<file path="config.mk">
export PLATFORM = sky130hd
export DESIGN_NAME = regfile_mp
export DESIGN_NICKNAME = d
export VERILOG_FILES = /design/src/rtl/regfile_mp.sv
export SDC_FILE = /design/constraint.sdc
export NUM_CORES = 1
export LEC_CHECK = 0
export BUFFER_PORTS_ARGS = -buffer_cell sky130_fd_sc_hd__buf_2
export CAP_MARGIN = 20
export CELL_PAD_IN_SITES_DETAIL_PLACEMENT = 0
export CELL_PAD_IN_SITES_GLOBAL_PLACEMENT = 1
export CORE_AREA = 2 2 402 285
export CTS_BUF_LIST = sky130_fd_sc_hd__clkbuf_8
export CTS_CLUSTER_SIZE = 14
export DETAILED_ROUTE_END_ITERATION = 12
export DIE_AREA = 0 0 404 287
export GPL_ROUTABILITY_DRIVEN = 0
export PLACE_DENSITY = 0.7
export SYNTH_ARGS = -nofsm -noshare
export SYNTH_HDL_FRONTEND = slang
export SYNTH_SLANG_ARGS = --single-unit
</file>
<file path="constraint.sdc">
create_clock -name clk -period 13.7 [get_ports clk]
set_clock_uncertainty 0.1 [all_clocks]
set_input_delay 4.11 -clock clk [delete_from_list [all_inputs] [get_ports clk]]
set_output_delay 4.11 -clock clk [all_outputs]
set_load 0.01 [all_outputs]
</file>
<file path="src/rtl/regfile_mp.sv">
// regfile_mp: multi-read-port integer register file with a self-clearing
// init sequence, optional write bypass and a sticky ecall halt detector.
module regfile_mp #(
    parameter int               XLEN     = 32,
    parameter int               NREGS    = 32,
    parameter int               NREAD    = 2,
    parameter int               BYPASS   = 1,
    parameter int               SP_IDX   = 2,
    parameter logic [XLEN-1:0]  SP_INIT  = 'h2ffc,
    parameter int               HALT_REG = 17,
    parameter logic [XLEN-1:0]  HALT_VAL = 10,
    localparam int              AW       = $clog2(NREGS)
) (
    input  logic                  clk,
    input  logic                  reset,
    input  logic [NREAD*AW-1:0]   rs_addr,
    output logic [NREAD*XLEN-1:0] rs_dout,
    input  logic [AW-1:0]         rd,
    input  logic [XLEN-1:0]       rd_din,
    input  logic                  write_enable,
    input  logic                  is_ecall,
    output logic                  ready,
    output logic                  is_halted
);

    typedef enum logic {INIT, RUN} state_t;

    state_t            state, state_nx;
    logic [AW-1:0]     icnt, icnt_nx;
    logic              halted_nx;
    logic [XLEN-1:0]   rf [NREGS];
    logic              run_wr;
    logic              arr_we;
    logic [AW-1:0]     arr_addr;
    logic [XLEN-1:0]   arr_data;
    logic [XLEN-1:0]   hv;

    assign ready  = (state == RUN);
    assign run_wr = (state == RUN) && write_enable
                    && (rd != '0) && !is_halted;

    assign hv = (BYPASS != 0 && run_wr && rd == AW'(HALT_REG))
                ? rd_din : rf[HALT_REG];

    always_ff @(posedge clk or negedge reset) begin
        if (!reset) begin
            state     <= INIT;
            icnt      <= '0;
            is_halted <= 1'b0;
        end else begin
            state     <= state_nx;
            icnt      <= icnt_nx;
            is_halted <= halted_nx;
        end
    end

    always_comb begin
        state_nx  = state;
        icnt_nx   = icnt;
        halted_nx = is_halted;
        arr_we    = 1'b0;
        arr_addr  = rd;
        arr_data  = rd_din;
        unique case (state)
            INIT: begin
                // Entry 0 is never stored: reads of x0 are forced to zero.
                arr_we   = (icnt != '0);
                arr_addr = icnt;
                arr_data = (icnt == AW'(SP_IDX)) ? SP_INIT : '0;
                icnt_nx  = icnt + AW'(1);
                if (icnt == AW'(NREGS - 1))
                    state_nx = RUN;
            end
            RUN: begin
                arr_we = run_wr;
                if (is_ecall && hv == HALT_VAL)
                    halted_nx = 1'b1;
            end
            default: ;
        endcase
    end

    always_ff @(posedge clk) begin
        if (arr_we)
            rf[arr_addr] <= arr_data;
    end

    for (genvar i = 0; i < NREAD; i++) begin : g_rd
        logic [AW-1:0]   a;
        logic [XLEN-1:0] d;

        assign a = rs_addr[i*AW +: AW];

        always_comb begin
            d = rf[a];
            if (!ready || a == '0)
                d = '0;
            else if (BYPASS != 0 && run_wr && rd == a)
                d = rd_din;
        end

        assign rs_dout[i*XLEN +: XLEN] = d;
    end

endmodule

</file>
==> results.sh <==
export IMPL_p_comb_frac=0.099
export IMPL_synth_compound_area_frac=0.0594
export IMPL_synth_area_leaders="edfxtp_1 (63%), mux4_2 (22%), mux2i_1 (4.0%)"
export IMPL_finalHoldViolations=0
export IMPL_async_reset_ff_frac=0.00679
export IMPL_grt_pass1_wl_mm=224
export IMPL_crit_fanout=26
export IMPL_leakage_nw=17.8
export IMPL_vdd_drop_max_mv=0.0821
export IMPL_fmax_mhz=86.4
export IMPL_core_area_mm2=0.112
export IMPL_final_cell_mix="edfxtp_1 (1024), mux4_2 (479), mux2i_1 (195)"
export IMPL_syn_inst=2523
export IMPL_globalRouteOverflowTotal=0
export IMPL_tritoncts="done"
export IMPL_synth_xor_area_frac=0.00232
export IMPL_synth_top_area_share=0.628
export IMPL_grt_antenna_before_repair=5
export IMPL_synth_top_family_by_area="multiplexers"
export IMPL_ys_seq_area_frac=0.631
export IMPL_routed_via_count=29823
export IMPL_synthSimpleGateAreaFrac=0.0235
export IMPL_wire_per_inst_um=37.6
export IMPL_slew_headroom=0.157
export IMPL_grt_usage=0.276
export IMPL_cts_root_buf="clkbuf_8"
export IMPL_yosysTopAreaCell="edfxtp_1"
export IMPL_swShare=0.250
export IMPL_worst_pin_slew_ns=1.25
export IMPL_crit_path_end_kind="output pin"
export IMPL_drt_iter0_drc=4530
export IMPL_synth_edff_count=1024
export IMPL_io_buffers=116
export IMPL_cp_data_arrival_time_ns=7.37
export IMPL_start_kind="input port"
export IMPL_drv_cap=0
export IMPL_grt_max_degree=92
export IMPL_finalMaxSlewViolations=0
export IMPL_cts_resized=0
export IMPL_dieArea_mm2=0.116
export IMPL_initial_utilization=0.438
export IMPL_crit_type="in -> out"
export IMPL_final_nets=2729
export IMPL_final_layout_size_suffix_gt1_frac=0.332
export IMPL_placed_cells=3975
export IMPL_fin_ws_ns=2.12
export IMPL_p_total_mw=6.51
export IMPL_cts_hold_buffers=0
export IMPL_drc_errors=0
export IMPL_internal_power_mw=4.88
export IMPL_clkPwrFrac=0.366
export IMPL_core_rowCount=103
export IMPL_dp_hpwl_mm=89.7
export IMPL_grt_pass1_vias=29255
export IMPL_fp_dieW_um=404
export IMPL_finalSetupViolCount=0
export IMPL_routed_wirelength_mm=160
export IMPL_rsz0062_at_grt="no"
export IMPL_synth_top_flop_cell="edfxtp_1"
export IMPL_synthesis_nets=2578
export IMPL_finalCritPeriodShare=0.845
export IMPL_min_period_ns=11.58
export IMPL_synth_avg_cell_area_um2=19.4
export IMPL_synth_mux_area_frac=0.261
export IMPL_powerDensity_mw_per_mm2=119
export IMPL_ant_nets=0
export IMPL_ys_warn_count=0
export IMPL_p_seq_frac=0.535
export IMPL_tns_ns=0
export IMPL_htreeDepth=4
export IMPL_cts_made_buffers=157
export IMPL_avgViaCountPerCell=7.00
export IMPL_io_pin_count=117
export IMPL_hp_class="reg -> reg"
export IMPL_synth_seq_cells=1031
export IMPL_path_clk_slew_ns=0.06
export IMPL_required_ns=9.49
export IMPL_netSwitchingPower_mw=1.63
export IMPL_synthDistinctLibCells=50
export IMPL_dp_slack_ns=2.31
export IMPL_clock_latency_ns=0.86
export IMPL_cts_sinks=1031
export IMPL_synthAdderAreaFrac=0.00102
export IMPL_status="finished clean"
export IMPL_layoutNonFillerInstCount=4263
export IMPL_syn_area_mm2=0.0490
export IMPL_post_cts_buffers=0
export IMPL_final_common_cell="edfxtp_1"
export IMPL_clk_path_buf_depth=3
export IMPL_die_height_um=287
export IMPL_syn2layout_area_growth_pct=11.4
export IMPL_firstDrtPassIters=5
stage by stage:
step | hold slack [ns] | instance area [um^2] | util
after global placement | 0.423 | 51400 | 0.460
after floorplan | 0.395 | 49000 | -
after global routing | 0.486 | 54500 | 0.488
after CTS | 0.445 | 54300 | 0.486
after detailed placement | 0.431 | 51500 | 0.460
final | 0.453 | 54600 | 0.488
synth_stat cells, drive strengths merged, types with 34 or more instances:
master	n
a211oi	64
a221oi	64
a22oi	63
buf	113
clkbuf	100
edfxtp	1024
mux2i	195
mux4	479
nand2	41
nand2b	34
nor2	36
nor2b	36
critical path, cell delays in order:
cell and delay [ns]:
buf_2 0.79, nand2b_2 0.90, buf_4 0.52, o2111ai_1 0.57, o211a_1 0.27, buf_2 0.15
per-layer routing:
metal | track usage | up-vias | part of all wire
met1 | 0.415 | 16045 | 0.41
met3 | 0.0749 | 257 | 0.13
li1 | - | 11334 | -
met5 | 0 | - | 0.000075
met4 | 0.0751 | 2 | 0.022
met2 | 0.399 | 2185 | 0.44
kinds of logic (layout without fill, tap and decap cells):
family	count (synthesis)	in the layout
buffers and inverters	219	487
multiplexers	677	677
other	0	2
AO/OA/AOI/OAI	366	366
adder cells (fa/ha/maj)	4	4
AND/OR/NAND/NOR	213	213
XOR/XNOR	13	13
flip-flops	1031	1031
final timing paths:
check,cells after the start,slack (ns),to,start
setup / recovery,6,2.12,rs_dout[1],rs_addr[3]
hold / removal,1,0.45,is_halted,is_halted
setup reg to reg,6,9.48,rf[31][31],ready
hold reg to reg,1,0.45,is_halted,is_halted
max in group asynchronous,1,10.25,ready,reset
min in group asynchronous,1,3.01,is_halted,reset
cell type report:
class | count | area [um^2]
fillers | 9232 | 57300
diodes | 2 | 5.00
inverters | 6 | 22.5
well taps | 1470 | 1840
clock buffers | 170 | 2340
multi-input cells | 1273 | 17300
clock inverters | 106 | 468
repair buffers | 205 | 1650
flip-flops and latches | 1031 | 30900
power by group through the flow:
stage | sequential [mW] | combinational (mW) | clock [mW]
6_report | 3.48 | 0.644 | 2.38
5_1_grt | 3.48 | 0.673 | 2.55
4_1_cts | 3.48 | 0.630 | 2.41
3_5_place_dp | 3.55 | 0.628 | 0
3_3_place_gp | 3.55 | 0.621 | 0
2_1_floorplan | 3.55 | 0.398 | 0
flip-flops by register name, indices dropped and copies added (netlist names):
register and cells:
rf 1024, is_halted 1, icnt 5, ready 1
Power figures use the tool's default switching activity.
